$ cat config.mk
export PLATFORM = sky130hd
export DESIGN_NAME = uart_tx_arbiter
export DESIGN_NICKNAME = d
export VERILOG_FILES = /design/src/rtl/uart_tx_arbiter.sv
export SDC_FILE = /design/constraint.sdc
export NUM_CORES = 1
export LEC_CHECK = 0
export CAP_MARGIN = 0
export CORE_MARGIN = 3
export CORE_UTILIZATION = 53
export CTS_CLUSTER_DIAMETER = 120
export DETAILED_ROUTE_END_ITERATION = 16
export GPL_TIMING_DRIVEN = 0
export PLACE_DENSITY_LB_ADDON = 0.1
export SYNTH_ARGS = -nofsm -noshare
export SYNTH_HDL_FRONTEND = slang
export SYNTH_SLANG_ARGS = --single-unit
$ cat constraint.sdc
create_clock -name comm_clk -period 4.2 [get_ports comm_clk]
set_input_delay 0.84 -clock comm_clk [delete_from_list [all_inputs] [get_ports comm_clk]]
set_output_delay 0.84 -clock comm_clk [all_outputs]
set_load 0.01 [all_outputs]
$ cat src/rtl/uart_tx_arbiter.sv
// uart_tx_arbiter
//   Shares one uart_tx byte transmitter between N_REQ packet sources.
//   Arbitration is round-robin and the grant is locked for a whole packet,
//   so bytes from different sources never interleave on tx_serial. A stall
//   watchdog drops a grant whose owner stops supplying bytes mid-packet.
// Parameters
//   N_REQ    number of requesters (1..8)
//   TIMEOUT  SEND cycles the owner may hold req_valid low before abort
// Ports
//   comm_clk     in   system clock, posedge
//   reset        in   asynchronous active-high reset
//   req_valid    in   [N_REQ]   per-source byte available
//   req_data     in   [8*N_REQ] per-source byte, source i on [8i+7:8i]
//   req_last     in   [N_REQ]   byte is the final one of its packet
//   req_ready    out  [N_REQ]   byte accepted when valid & ready
//   grant        out  [N_REQ]   one-hot transmitter owner, 0 when idle
//   tx_flag      out            one-cycle load strobe to uart_tx
//   tx_byte      out  [8]       byte to uart_tx, held until next load
//   tx_busy      in             uart_tx busy
//   timeout_err  out            one-cycle pulse on watchdog abort
module uart_tx_arbiter #(
   parameter int unsigned N_REQ   = 2,
   parameter int unsigned TIMEOUT = 4096
) (
   input  logic               comm_clk,
   input  logic               reset,
   input  logic [N_REQ-1:0]   req_valid,
   input  logic [8*N_REQ-1:0] req_data,
   input  logic [N_REQ-1:0]   req_last,
   output logic [N_REQ-1:0]   req_ready,
   output logic [N_REQ-1:0]   grant,
   output logic               tx_flag,
   output logic [7:0]         tx_byte,
   input  logic               tx_busy,
   output logic               timeout_err
);

   localparam int unsigned IW = (N_REQ > 1) ? $clog2(N_REQ) : 1;
   localparam int unsigned WW = (TIMEOUT > 1) ? $clog2(TIMEOUT) : 1;

   typedef enum logic [1:0] {
      S_IDLE,
      S_SEND,
      S_HOLD,
      S_DRAIN
   } state_t;

   state_t             r_state;
   logic [IW-1:0]      r_rr_ptr;
   logic [IW-1:0]      r_gidx;
   logic [N_REQ-1:0]   r_grant;
   logic [WW-1:0]      r_wdog;
   logic               r_last_q;
   logic               r_hold_cnt;
   logic               r_tx_flag;
   logic [7:0]         r_tx_byte;
   logic               r_timeout_err;

   logic [IW-1:0]      w_winner;
   logic [N_REQ-1:0]   w_winner_oh;
   logic               w_found;
   logic               w_can_accept;
   logic               w_handshake;
   logic               w_g_valid;
   logic               w_g_last;
   logic [7:0]         w_g_data;
   logic [IW-1:0]      w_next_ptr;

   // Index wrap for values below 2*N_REQ (no divider needed).
   function automatic logic [IW-1:0] f_wrap(input int unsigned a);
      return IW'((a >= N_REQ) ? (a - N_REQ) : a);
   endfunction

   // Round-robin scan: first valid source starting at r_rr_ptr, wrapping.
   always_comb begin
      w_found  = 1'b0;
      w_winner = '0;
      for (int unsigned k = 0; k < N_REQ; k++) begin
         if (!w_found && req_valid[f_wrap(32'(r_rr_ptr) + k)]) begin
            w_found  = 1'b1;
            w_winner = f_wrap(32'(r_rr_ptr) + k);
         end
      end
   end

   always_comb begin
      w_winner_oh           = '0;
      w_winner_oh[w_winner] = 1'b1;
   end

   assign w_g_valid    = req_valid[r_gidx];
   assign w_g_last     = req_last[r_gidx];
   assign w_g_data     = req_data[{r_gidx, 3'b000} +: 8];
   assign w_next_ptr   = f_wrap(32'(r_gidx) + 1);
   assign w_can_accept = (r_state == S_SEND) && !tx_busy && !r_tx_flag;
   assign w_handshake  = w_can_accept && w_g_valid;

   assign req_ready   = w_can_accept ? r_grant : '0;
   assign grant       = r_grant;
   assign tx_flag     = r_tx_flag;
   assign tx_byte     = r_tx_byte;
   assign timeout_err = r_timeout_err;

   always_ff @(posedge comm_clk or posedge reset) begin
      if (reset) begin
         r_state       <= S_IDLE;
         r_rr_ptr      <= '0;
         r_gidx        <= '0;
         r_grant       <= '0;
         r_wdog        <= '0;
         r_last_q      <= 1'b0;
         r_hold_cnt    <= 1'b0;
         r_tx_flag     <= 1'b0;
         r_tx_byte     <= 8'h00;
         r_timeout_err <= 1'b0;
      end else begin
         r_tx_flag     <= 1'b0;
         r_timeout_err <= 1'b0;
         case (r_state)
            S_IDLE: begin
               if (w_found) begin
                  r_gidx  <= w_winner;
                  r_grant <= w_winner_oh;
                  r_wdog  <= '0;
                  r_state <= S_SEND;
               end
            end
            S_SEND: begin
               // Handshake is tested first so it wins over watchdog expiry.
               if (w_handshake) begin
                  r_tx_byte  <= w_g_data;
                  r_tx_flag  <= 1'b1;
                  r_last_q   <= w_g_last;
                  r_wdog     <= '0;
                  r_hold_cnt <= 1'b0;
                  r_state    <= S_HOLD;
               end else if (!w_g_valid) begin
                  if (r_wdog == WW'(TIMEOUT - 1)) begin
                     r_timeout_err <= 1'b1;
                     r_grant       <= '0;
                     r_rr_ptr      <= w_next_ptr;
                     r_wdog        <= '0;
                     r_state       <= S_IDLE;
                  end else begin
                     r_wdog <= r_wdog + 1'b1;
                  end
               end
            end
            S_HOLD: begin
               // Second HOLD cycle gives up on busy so a silent uart_tx cannot hang us.
               if (tx_busy || r_hold_cnt) begin
                  r_state <= S_DRAIN;
               end else begin
                  r_hold_cnt <= 1'b1;
               end
            end
            S_DRAIN: begin
               if (!tx_busy) begin
                  if (r_last_q) begin
                     r_grant  <= '0;
                     r_rr_ptr <= w_next_ptr;
                     r_state  <= S_IDLE;
                  end else begin
                     r_state <= S_SEND;
                  end
               end
            end
            default: r_state <= S_IDLE;
         endcase
      end
   end

endmodule

==> Yosys cells after proc, flatten, opt, wreduce, memory -nomap -nowiden <==
Cells that the tools add are included.
{ "word_totals": {"out_inout_bits": 14, "word_cells": 112, "regBits": 30, "inputBits": 23} }
{ "classes": {"n_eq_ne": 15, "magnitude_cmp": 8, "n_reduce_logical": 21, "addsub": 6, "muxes": 51, "n_shift": 1} }
{ "op_table": {"columns": ["operator", "count"], "rows": [
  ["12-bit two-way mux", 4],
  ["1-bit two-way mux", 30],
  ["12-bit case mux with 2 select lines", 1],
  ["2-bit two-way mux", 11],
  ["2-bit != test (second input constant)", 8],
  ["16-bit by 5-bit indexed part select with 8-bit output", 1],
  ["12-bit by 1-bit adder with 12-bit output (second input constant)", 1],
  ["12-bit equality test (second input constant)", 1],
  ["1-bit by 2-bit less-than comparator with 1-bit output (second input constant)", 4],
  ["2-bit case mux with 4 select lines", 1],
  ["7-bit AND reduction", 1],
  ["2-bit case mux with 3 select lines", 1],
  ["3-bit AND reduction", 2],
  ["6-bit AND reduction", 1],
  ["2-bit nonzero test", 3],
  ["1-bit logical AND", 5],
  ["5-bit AND reduction", 1],
  ["1-bit by 1-bit adder with 2-bit output (second input constant)", 2],
  ["2-bit equality test (second input constant)", 2],
  ["2-bit greater-or-equal comparator (second input constant)", 2],
  ["1-bit case mux with 2 select lines", 2],
  ["2-bit AND reduction", 2],
  ["1-bit zero test", 3],
  ["3-bit by 2-bit != test with 1-bit output (second input constant)", 1],
  ["10 further kinds", 12]
]} }

==> Depth between registers and ports, before layout <==
Gate-level depths: netlist of the first run.
{ "logic_depth": {"word_depth": 14, "mapped_depth": 6, "ltp_nobuf": 5} }

==> Least setup slack after synthesis of the first run <==
OpenSTA, ideal clock, no wires.
{ "synth_path": {"path_kind": "input to output", "from": "input tx_busy", "to": "output req_ready[0]", "slack_ps": 2082, "n_path_buf": 0, "arrival_time_ps": 1278, "t_required_ps": 3360, "path_stages": 2, "cell_sequence": "nor2_1 -> and3_1"} }
{ "synth_via": {"elab_chain_len": 4} }
{ "synth_lines": {"columns": ["element", "line", "source"], "rows": [
  ["start: declaration", "34", "input logic tx_busy,"],
  ["1-bit zero test", null, null],
  ["1-bit logical AND (2 in a row)", "95", "assign w_can_accept = (r_state == S_SEND) && !tx_busy && !r_tx_flag;"],
  ["2-bit two-way mux", "98", "assign req_ready = w_can_accept ? r_grant : '0;"],
  ["end: declaration", "30", "output logic [N_REQ-1:0] req_ready,"]
]} }
Every way passes these cells.

==> Worst setup path after layout of the first run <==
{ "layout_path": {"from": "input tx_busy", "to": "output req_ready[1]"} }
The elaborated chain is that of the path after synthesis.

==> results of run 1 <==
## worst max-delay path: stages
cell             delay [ps]
clkdlybuf4s50_1         490
nor2_1                  340
and3_1                  210
clkdlybuf4s50_1         540
## kinds of logic after synthesis
| family | synth area share, % |
|---|---|
| buffers and inverters | 3.997 |
| and+or+nand+nor | 20.22 |
| DFF | 46.12 |
| muxes | 7.686 |
| AOI/OAI and AO/OA | 21.21 |
| adders and majority gates | 0.7685 |
## power by group
group	internal [mW]	switching [mW]	leakage (nW)
combinational	0.267	0.310	0.497
sequential	0.369	0.0585	0.393
clock	0.0630	0.0930	0.0254
## sequential cells by signal, summed over array words and instances, names as in the netlist, named ones only
name / flops
r_wdog: 12
tx_byte: 8
grant: 2
r_gidx: 1
r_hold_cnt: 1
r_last_q: 1
r_rr_ptr: 1
r_state: 1
timeout_err: 1
tx_flag: 1
## routing by layer
metal / track usage, % / routed length, µm / up-vias / share of wire (%)
met5: 0 / 0 / - / 0
met4: 10.00 / 58 / 0 / 1.5
met3: 9.015 / 258 / 9 / 6.6
met2: 38.82 / 2024 / 56 / 52
met1: 28.67 / 1562 / 706 / 40
li1: - / - / 710 / -
## metrics by stage
| step | utilization [%] | cells | area (µm²) | power (mW) | hold WS (ps) |
|---|---|---|---|---|---|
| after CTS | 72.63 | 241 | 2072 | 1.166 | 487.9 |
| after global routing | 72.63 | 241 | 2072 | 1.261 | 518.3 |
| after detailed placement | 71.05 | 234 | 2027 | 1.009 | 474.5 |
| after floorplan | - | 167 | 1628 | 0.7937 | 450.9 |
| after global placement | 71.05 | 234 | 2027 | 0.9864 | 462.6 |
| final | 72.63 | 241 | 2072 | 1.161 | 490.8 |
## cells in the final DEF, fill, tap and decap left out, types with 2 or more instances in the layout
| cell type | count |
|---|---|
| a22o_1 | 8 |
| a31o_1 | 4 |
| a32o_1 | 2 |
| a32oi_1 | 2 |
| and3_1 | 3 |
| buf_4 | 3 |
| clkbuf_1 | 4 |
| clkbuf_4 | 5 |
| clkdlybuf4s50_1 | 36 |
| dfrtp_1 | 30 |
| inv_1 | 7 |
| mux2i_1 | 11 |
| nand2_1 | 19 |
| nand2b_1 | 4 |
| nand3_1 | 7 |
| nand4_1 | 2 |
| nor2_1 | 7 |
| nor2b_1 | 2 |
| nor3_1 | 5 |
| nor4_1 | 2 |
| o21ai_0 | 15 |
| o21ai_1 | 8 |
| or3_1 | 3 |
## how the worst max path moves through the flow
stage / startpoint / to / slack (ps) / cells past startpoint
finish: tx_busy / req_ready[1] / 940 / 4
CTS: tx_busy / req_ready[1] / 970 / 4
floorplan: tx_busy / req_ready[0] / 2080 / 2
global placement: tx_busy / req_ready[0] / 1050 / 4
detailed placement: tx_busy / req_ready[1] / 990 / 4
global route: tx_busy / req_ready[1] / 890 / 4
## area by class of cell
cell class	count	area, µm²
Buffer	7	38.79
Clock buffer	7	45.04
Fill cell	212	780.7
Inverter	7	26.28
Multi-Input combinational cell	123	812.0
Sequential cell	30	750.7
Tap cell	31	38.79
Timing Repair Buffer	36	360.3
==> impl_metrics.csv, run 1 <==
group,metric,value,unit
outcome,run_status,"finished, final reports clean",
worst_hold_path,hold_path.class,"flip-flop to flip-flop",
global_route,grt_max_degree,31,
timing,hold_viol,0,
global_route,grt_pass1_wl,6.624,mm
die,die_y,61.42,µm
worst_setup_path,worstPathRequired,3360,ps
worst_setup_path,reg2reg_to,"r_wdog[4]",
run,cap_viol_max_count,0,
placement,gp_congestion,0.8944,
layout,drive_gt1_share,7.143,%
layout,antennaDiodeCount,0,
synth,yosys-top-cells-area,"dfrtp_1 (46%), mux2i_1 (6.8%), o21ai_0 (4.6%)",
worst_setup_path,crit_path_end_kind,"output pin",
timing,tightest_slew,1116,ps
cts,cts_tree,"done",
global_route,grt_pass1_vias,1515,
die,core,2853,µm²
cts,cts_setup_buffers,0,
worst_setup_path,crit_arrival,2420,ps
die,die_x,61.42,µm
synth,synth_edf_count,0,
timing,tns,0,ps
synth,avgSynthCellArea,9.747,µm²
layout,area_delta_synth_final,27.29,%
worst_setup_path,path_class,"input port to output pin",
worst_hold_path,min_to,"tx_byte[0]",
die,fp.dieArea,3772,µm²
cts,cts_buffers,5,
die,ioPinCount,37,
worst_setup_path,r2r_cells,5,
placement,io_buffers,36,
timing,timing.final.crit_period,3256,ps
cts,cts_buffer_depth,2,
pwr,power_density,560.3,nW/µm²
drt,wl,3.904,mm
drt,routed_via_density,6.145,
drt,wl_per_cell,16.20,µm
placement,pre_cts_slack,987.2,ps
synth,syn_area,1628,µm²
timing,setup_ws,944.4,ps
synth,ys_async_sr_fraction,100.0,%
cts,htreeDepth,2,
synth,synth_seq_area_share,46.12,%
worst_setup_path,worstSetupStartpointType,"input port",
drt,drc,0,
synth,synth_fp_nets,191,
synth,synth_most_common_cell,"dfrtp_1",
die,rows,19,
die,start_util,57.06,%
layout,layout.nets,234,
worst_setup_path,path_max_fanout,5,
cts,cts_root_buffer,"clkbuf_4",
global_route,track_usage,23.95,%
placement,dpl.hpwl,2.880,mm
drt,first_pass_iters,4,
timing,post-route-period-util,77.51,%
synth,yosys.area.top_type,"dfrtp_1",
global_route,grt-ovfl-total,0,
cts,holdBufCountCts,0,
timing,finalSetupViolations,0,
pwr,p_leak,0.9149,nW
timing,slew_headroom,25.49,%
worst_hold_path,hold_depth,2,
pwr,vdd_drop_max,0.3642,mV
cts,clock-sinks,30,
cts,clock_latency,330,ps
drt,drt.antenna.violating_nets,0,
timing,maxSlewViolCount,0,
drt,vias,1481,
synth,yosysTopAreaCellShare,46.12,%
timing,rsz0062_at_grt,"false",
synth,postSynth.topFlopCell,"dfrtp_1",
cts,cts_resized,0,
timing,clock.fmax,307.2,MHz
worst_setup_path,r2r-start,"r_gidx",
synth,yosysWarningCount,0,
worst_setup_path,timing.reg2reg.setup_slack,2340,ps
synth,syn_inst,167,
cts,cts.clk_slew.worst_paths,70,ps
synth,yosys-top-cells-count,"dfrtp_1 (30), nand2_1 (19), o21ai_0 (15)",
timing,fin_skew,19.41,ps
synth,synth_cell_types,42,
global_route,antenna_found_initial,0,
worst_hold_path,hold_path_startpoint,"tx_byte[0]",
drt,drt_iter0_markers,96,
synth,ys_seq_elements,30,
Note: power is estimated with default switching activity, not from simulation.
==> inputs of run 2 (changes only) <==
CORE_UTILIZATION = 50   (was 53)
clock period = 3.1 ns   (was 4.2 ns; I/O delays follow)
==> impl_metrics.csv, run 2 (synthesized netlist as in run 1, its figures left out) <==
group,metric,value,unit
outcome,run_status,"finished, final reports clean",
worst_setup_path,path_max_fanout,5,
timing,clock.fmax,362.5,MHz
layout,final_common_cell,"clkdlybuf4s50_1",
timing,slew_headroom,25.86,%
cts,holdBufCountCts,0,
layout,fillers,247,
cts,clock_latency,340,ps
cts,cts_buffer_depth,2,
cts,cts_resized,0,
global_route,grtUsageMet1,27.48,%
timing,fin_skew,10.89,ps
global_route,grt_max_degree,31,
drt,drt_iter0_markers,128,
drt,first_pass_iters,4,
cts,cts.clk_slew.worst_paths,100,ps
die,rows,20,
worst_setup_path,path_buf_inv,2,
timing,timing.final.crit_period,2758,ps
worst_setup_path,crit_chain,"clkdlybuf4s50_1 -> nor2_1 -> and3_1 -> clkdlybuf4s50_1",
die,die_x,63.06,µm
pwr,power_density,778.9,nW/µm²
worst_setup_path,worst_path_most_repeated_cell,"clkdlybuf4s50_1",
worst_setup_path,crit_family,"buffers and inverters",
global_route,grt_most_used_layer,"met2",
die,ioPinCount,37,
timing,post-route-period-util,88.98,%
worst_setup_path,slowest_stage,"clkdlybuf4s50_1",
worst_hold_path,hold_path.class,"flip-flop to flip-flop",
die,fp.dieArea,3977,µm²
cts,cts_root_buffer,"clkbuf_4",
timing,maxSlewViolCount,0,
placement,placed_area,2043,µm²
run,cap_viol_max_count,0,
drt,drt.antenna.violating_nets,0,
drt,drc,0,
layout,design_area,2122,µm²
cts,clock-sinks,30,
pwr,vdd_drop_max,0.3511,mV
layout,layout.nets,234,
layout,antennaDiodeCount,0,
cts,cts_buffers,5,
pwr,p_leak,0.9341,nW
drt,vias,1454,
worst_setup_path,crit_path_end_kind,"output pin",
drt,wl,3.833,mm
drt,routed_via_density,5.702,
timing,tns,0,ps
timing,setup_ws,341.6,ps
layout,largest_reg_flops,12,
cts,cts_setup_buffers,0,
placement,gp_congestion,0.8684,
drt,wl_per_cell,15.03,µm
global_route,grt_pass1_vias,1481,
die,core,3078,µm²
die,die_y,63.06,µm
cts,htreeDepth,2,
global_route,grt-ovfl-total,0,
global_route,track_usage,21.10,%
global_route,gr-usage-met2,34.12,%
pwr,power,1.653,mW
timing,hold_viol,0,
global_route,use_met3,6.774,%
layout,drive_gt1_share,8.531,%
timing,finalSetupViolations,0,
timing,tightest_slew,1111,ps
worst_setup_path,crit_arrival,2140,ps
global_route,antenna_found_initial,0,
worst_setup_path,path_class,"input port to output pin",
worst_setup_path,critical_path.max_stage_delay,530,ps
layout,layout_common_cells,"clkdlybuf4s50_1 (36), dfrtp_1 (30), nand2_1 (19)",
placement,dpl.hpwl,2.789,mm
die,start_util,52.89,%
cts,cts_tree,"done",
layout,top_register,"r_wdog",
worst_setup_path,worstPathRequired,2480,ps
layout,area_delta_synth_final,30.36,%
placement,pre_cts_slack,344.1,ps
timing,rsz0062_at_grt,"false",
global_route,grt_pass1_wl,6.617,mm
worst_setup_path,worstSetupStartpointType,"input port",
placement,io_buffers,36,
==> run 2: cell count changes in the layout (fill, tap and decap cells not counted), sizes merged <==
cell,before,now
clkbuf,9,10
==> run 2: final timing paths <==
path                            startpoint           end  slack, ps  depth (start not counted)
worst max-delay path               tx_busy  req_ready[1]        340                          4
worst min-delay path            r_hold_cnt    r_hold_cnt        490                          1
worst max register to register      r_gidx     r_wdog[5]       1180                          5
worst min register to register  r_hold_cnt    r_hold_cnt        490                          1
max in group asynchronous            reset    tx_byte[5]       1570                          2
min in group asynchronous            reset     r_wdog[7]        860                          2
==> run 2: stage by stage <==
step                      cells  util [%]  hold WS (ps)
after floorplan             167         -         450.9
after global placement      247     66.38         463.1
after detailed placement    247     66.38         473.6
after CTS                   255     68.94         489.8
after global routing        255     68.94         503.6
final                       255     68.94         490.4
==> run 2: worst reg2reg max path, stage by stage, from the launching register on <==
cell and delay (ps):
dfrtp_1 440, mux2_4 350, a311o_1 410, buf_2 230
a31o_1 200, a22o_1 180
==> run 2: power breakdown <==
group	total (mW)	switching (mW)	leakage [nW]	internal, mW
registers	0.577	0.0773	0.393	0.500
clock network	0.297	0.142	0.0446	0.155
logic	0.779	0.416	0.497	0.362
total	1.65	0.636	0.934	1.02
==> run 2: final cells by class <==
cell class                 count  area, µm²  share of cell area (%)
inverter                       7      26.28                   1.238
buffer                         7      38.79                   1.828
multi-input combinational    123      812.0                   38.27
sequential                    30      750.7                   35.38
timing repair buffer          36      360.3                   16.98
clock buffer                   8      78.83                   3.715
tap                           44      55.05                   2.594
==> run 2: per-layer routing <==
metal / wire (µm) / share of wire [%] / up-vias
li1: - / - / 709
met1: 1710 / 45 / 690
met2: 1819 / 47 / 49
met3: 267 / 7.0 / 6
met4: 36 / 0.94 / 0
met5: 0 / 0 / -
==> inputs of run 3 (changes only) <==
PLACE_DENSITY = 0.77   (was not set)
PLACE_DENSITY_LB_ADDON = not set   (was 0.1)
==> impl_metrics.csv, run 3 (synthesized netlist as in run 1, its figures left out) <==
group,metric,value,unit
worst_setup_path,crit_chain,"clkdlybuf4s50_1 -> nor2_1 -> and3_1 -> clkdlybuf4s50_1",
layout,fillers,259,
worst_setup_path,r2r_cells,5,
drt,first_pass_iters,4,
cts,clock_latency,330,ps
global_route,grt-ovfl-total,0,
layout,layout.nets,234,
timing,slew_headroom,28.07,%
timing,tns,0,ps
worst_setup_path,critical_path.max_stage_delay,530,ps
layout,multi_input_area,812.0,µm²
worst_setup_path,worstSetupStartpointType,"input port",
pwr,power_density,762.9,nW/µm²
cts,holdBufCountCts,0,
worst_setup_path,path_max_fanout,5,
layout,area_delta_synth_final,29.44,%
cts,cts_tree,"done",
layout,top_register,"r_wdog",
worst_hold_path,hold_path.class,"flip-flop to flip-flop",
die,rows,20,
worst_setup_path,reg2reg_to,"r_wdog[4]",
layout,final_common_cell,"clkdlybuf4s50_1",
worst_setup_path,slowest_stage,"clkdlybuf4s50_1",
pwr,vdd_drop_max,0.4181,mV
placement,dpl.hpwl,2.787,mm
die,core,3078,µm²
global_route,grt_max_degree,31,
die,die_y,63.06,µm
layout,largest_reg_flops,12,
worst_setup_path,crit_path_end_kind,"output pin",
worst_setup_path,crit_start,"tx_busy",
outcome,run_status,"finished, final reports clean",
timing,post-route-period-util,88.17,%
drt,drt.antenna.violating_nets,0,
layout,drive_gt1_share,8.531,%
die,die_x,63.06,µm
cts,cts_buffer_depth,2,
drt,top_layer_used,"met4",
drt,vias,1464,
worst_setup_path,timing.reg2reg.setup_slack,1210,ps
global_route,grt_pass1_wl,6.506,mm
timing,fin_skew,6.586,ps
cts,clock-sinks,30,
drt,routed_via_density,5.741,
worst_setup_path,path_class,"input port to output pin",
worst_hold_path,hold_path_startpoint,"tx_byte[5]",
placement,io_buffers,36,
global_route,antenna_found_initial,0,
cts,cts_root_buffer,"clkbuf_4",
timing,maxSlewViolCount,0,
cts,htreeDepth,2,
die,start_util,52.89,%
timing,finalSetupViolations,0,
layout,layout_common_cells,"clkdlybuf4s50_1 (36), dfrtp_1 (30), nand2_1 (19)",
die,fp.dieArea,3977,µm²
cts,cts_resized,0,
layout,antennaDiodeCount,0,
layout,ff_latch_area,750.7,µm²
worst_setup_path,worst_path_most_repeated_cell,"clkdlybuf4s50_1",
cts,cts.clk_slew.worst_paths,100,ps
timing,timing.final.crit_period,2733,ps
drt,wl_met1,1.517,mm
worst_setup_path,crit_arrival,2110,ps
drt,drt_iter0_markers,102,
die,ioPinCount,37,
cts,cts_setup_buffers,0,
drt,drc,0,
drt,wl_per_cell,14.48,µm
cts,cts_buffers,5,
drt,route.met2.wl,1.805,mm
timing,clock.fmax,365.9,MHz
global_route,track_usage,20.37,%
timing,tightest_slew,1078,ps
worst_setup_path,worstPathRequired,2480,ps
drt,wl_met3,363,µm
placement,gp_congestion,0.8344,
worst_setup_path,r2r-start,"r_gidx",
pwr,p_leak,0.9238,nW
timing,hold_viol,0,
worst_setup_path,cp-endpoint,"req_ready[1]",
drt,wl,3.692,mm
run,cap_viol_max_count,0,
timing,rsz0062_at_grt,"false",
global_route,grt_pass1_vias,1496,
layout,finalCoreUtilization,68.46,%
run 3: final cells by class:
class | instances | share of cell area, %
Buffer | 7 | 1.841
Clock buffer | 6 | 2.435
Clock inverter | 2 | 0.5938
Inverter | 7 | 1.247
Multi-Input combinational cell | 123 | 38.54
Sequential cell | 30 | 35.63
Tap cell | 44 | 2.613
Timing Repair Buffer | 36 | 17.10
run 3: how the worst min path moves through the flow:
| stage | end | slack (ps) | cells after the start |
|---|---|---|---|
| floorplan | r_last_q | 450 | 2 |
| global placement | tx_byte[6] | 460 | 2 |
| detailed placement | tx_byte[1] | 480 | 2 |
| CTS | tx_byte[6] | 500 | 2 |
| global route | tx_byte[1] | 520 | 2 |
| finish | tx_byte[5] | 500 | 2 |
run 3: where the power goes:
part	total [mW]	leakage [nW]	internal (mW)	switching, mW
clock network	0.247	0.0343	0.109	0.138
registers	0.584	0.393	0.500	0.0844
logic	0.776	0.497	0.362	0.414
total	1.61	0.924	0.971	0.637
run 3: through the flow:
stage	instances	power [mW]	worst slack [ps]	hold WS (ps)	area, µm²
5_1_grt	255	1.726	254.9	521.6	2107
2_1_floorplan	167	1.075	1207	450.9	1628
3_5_place_dp	247	1.360	360.3	477.0	2043
3_3_place_gp	247	1.338	382.3	461.7	2043
4_1_cts	255	1.611	361.0	500.7	2107
6_report	255	1.608	366.7	496.3	2107
run 3: worst max-delay path: cells and delay by family:
kind          cells  cell delay [ps]
simple gates      2              500
buf+inv           2              990
run 3: metal layers:
layer	track usage [%]	up-vias
li1	-	704
met1	23.90	695
met2	33.60	63
met3	6.595	2
met4	9.642	0
met5	0	-
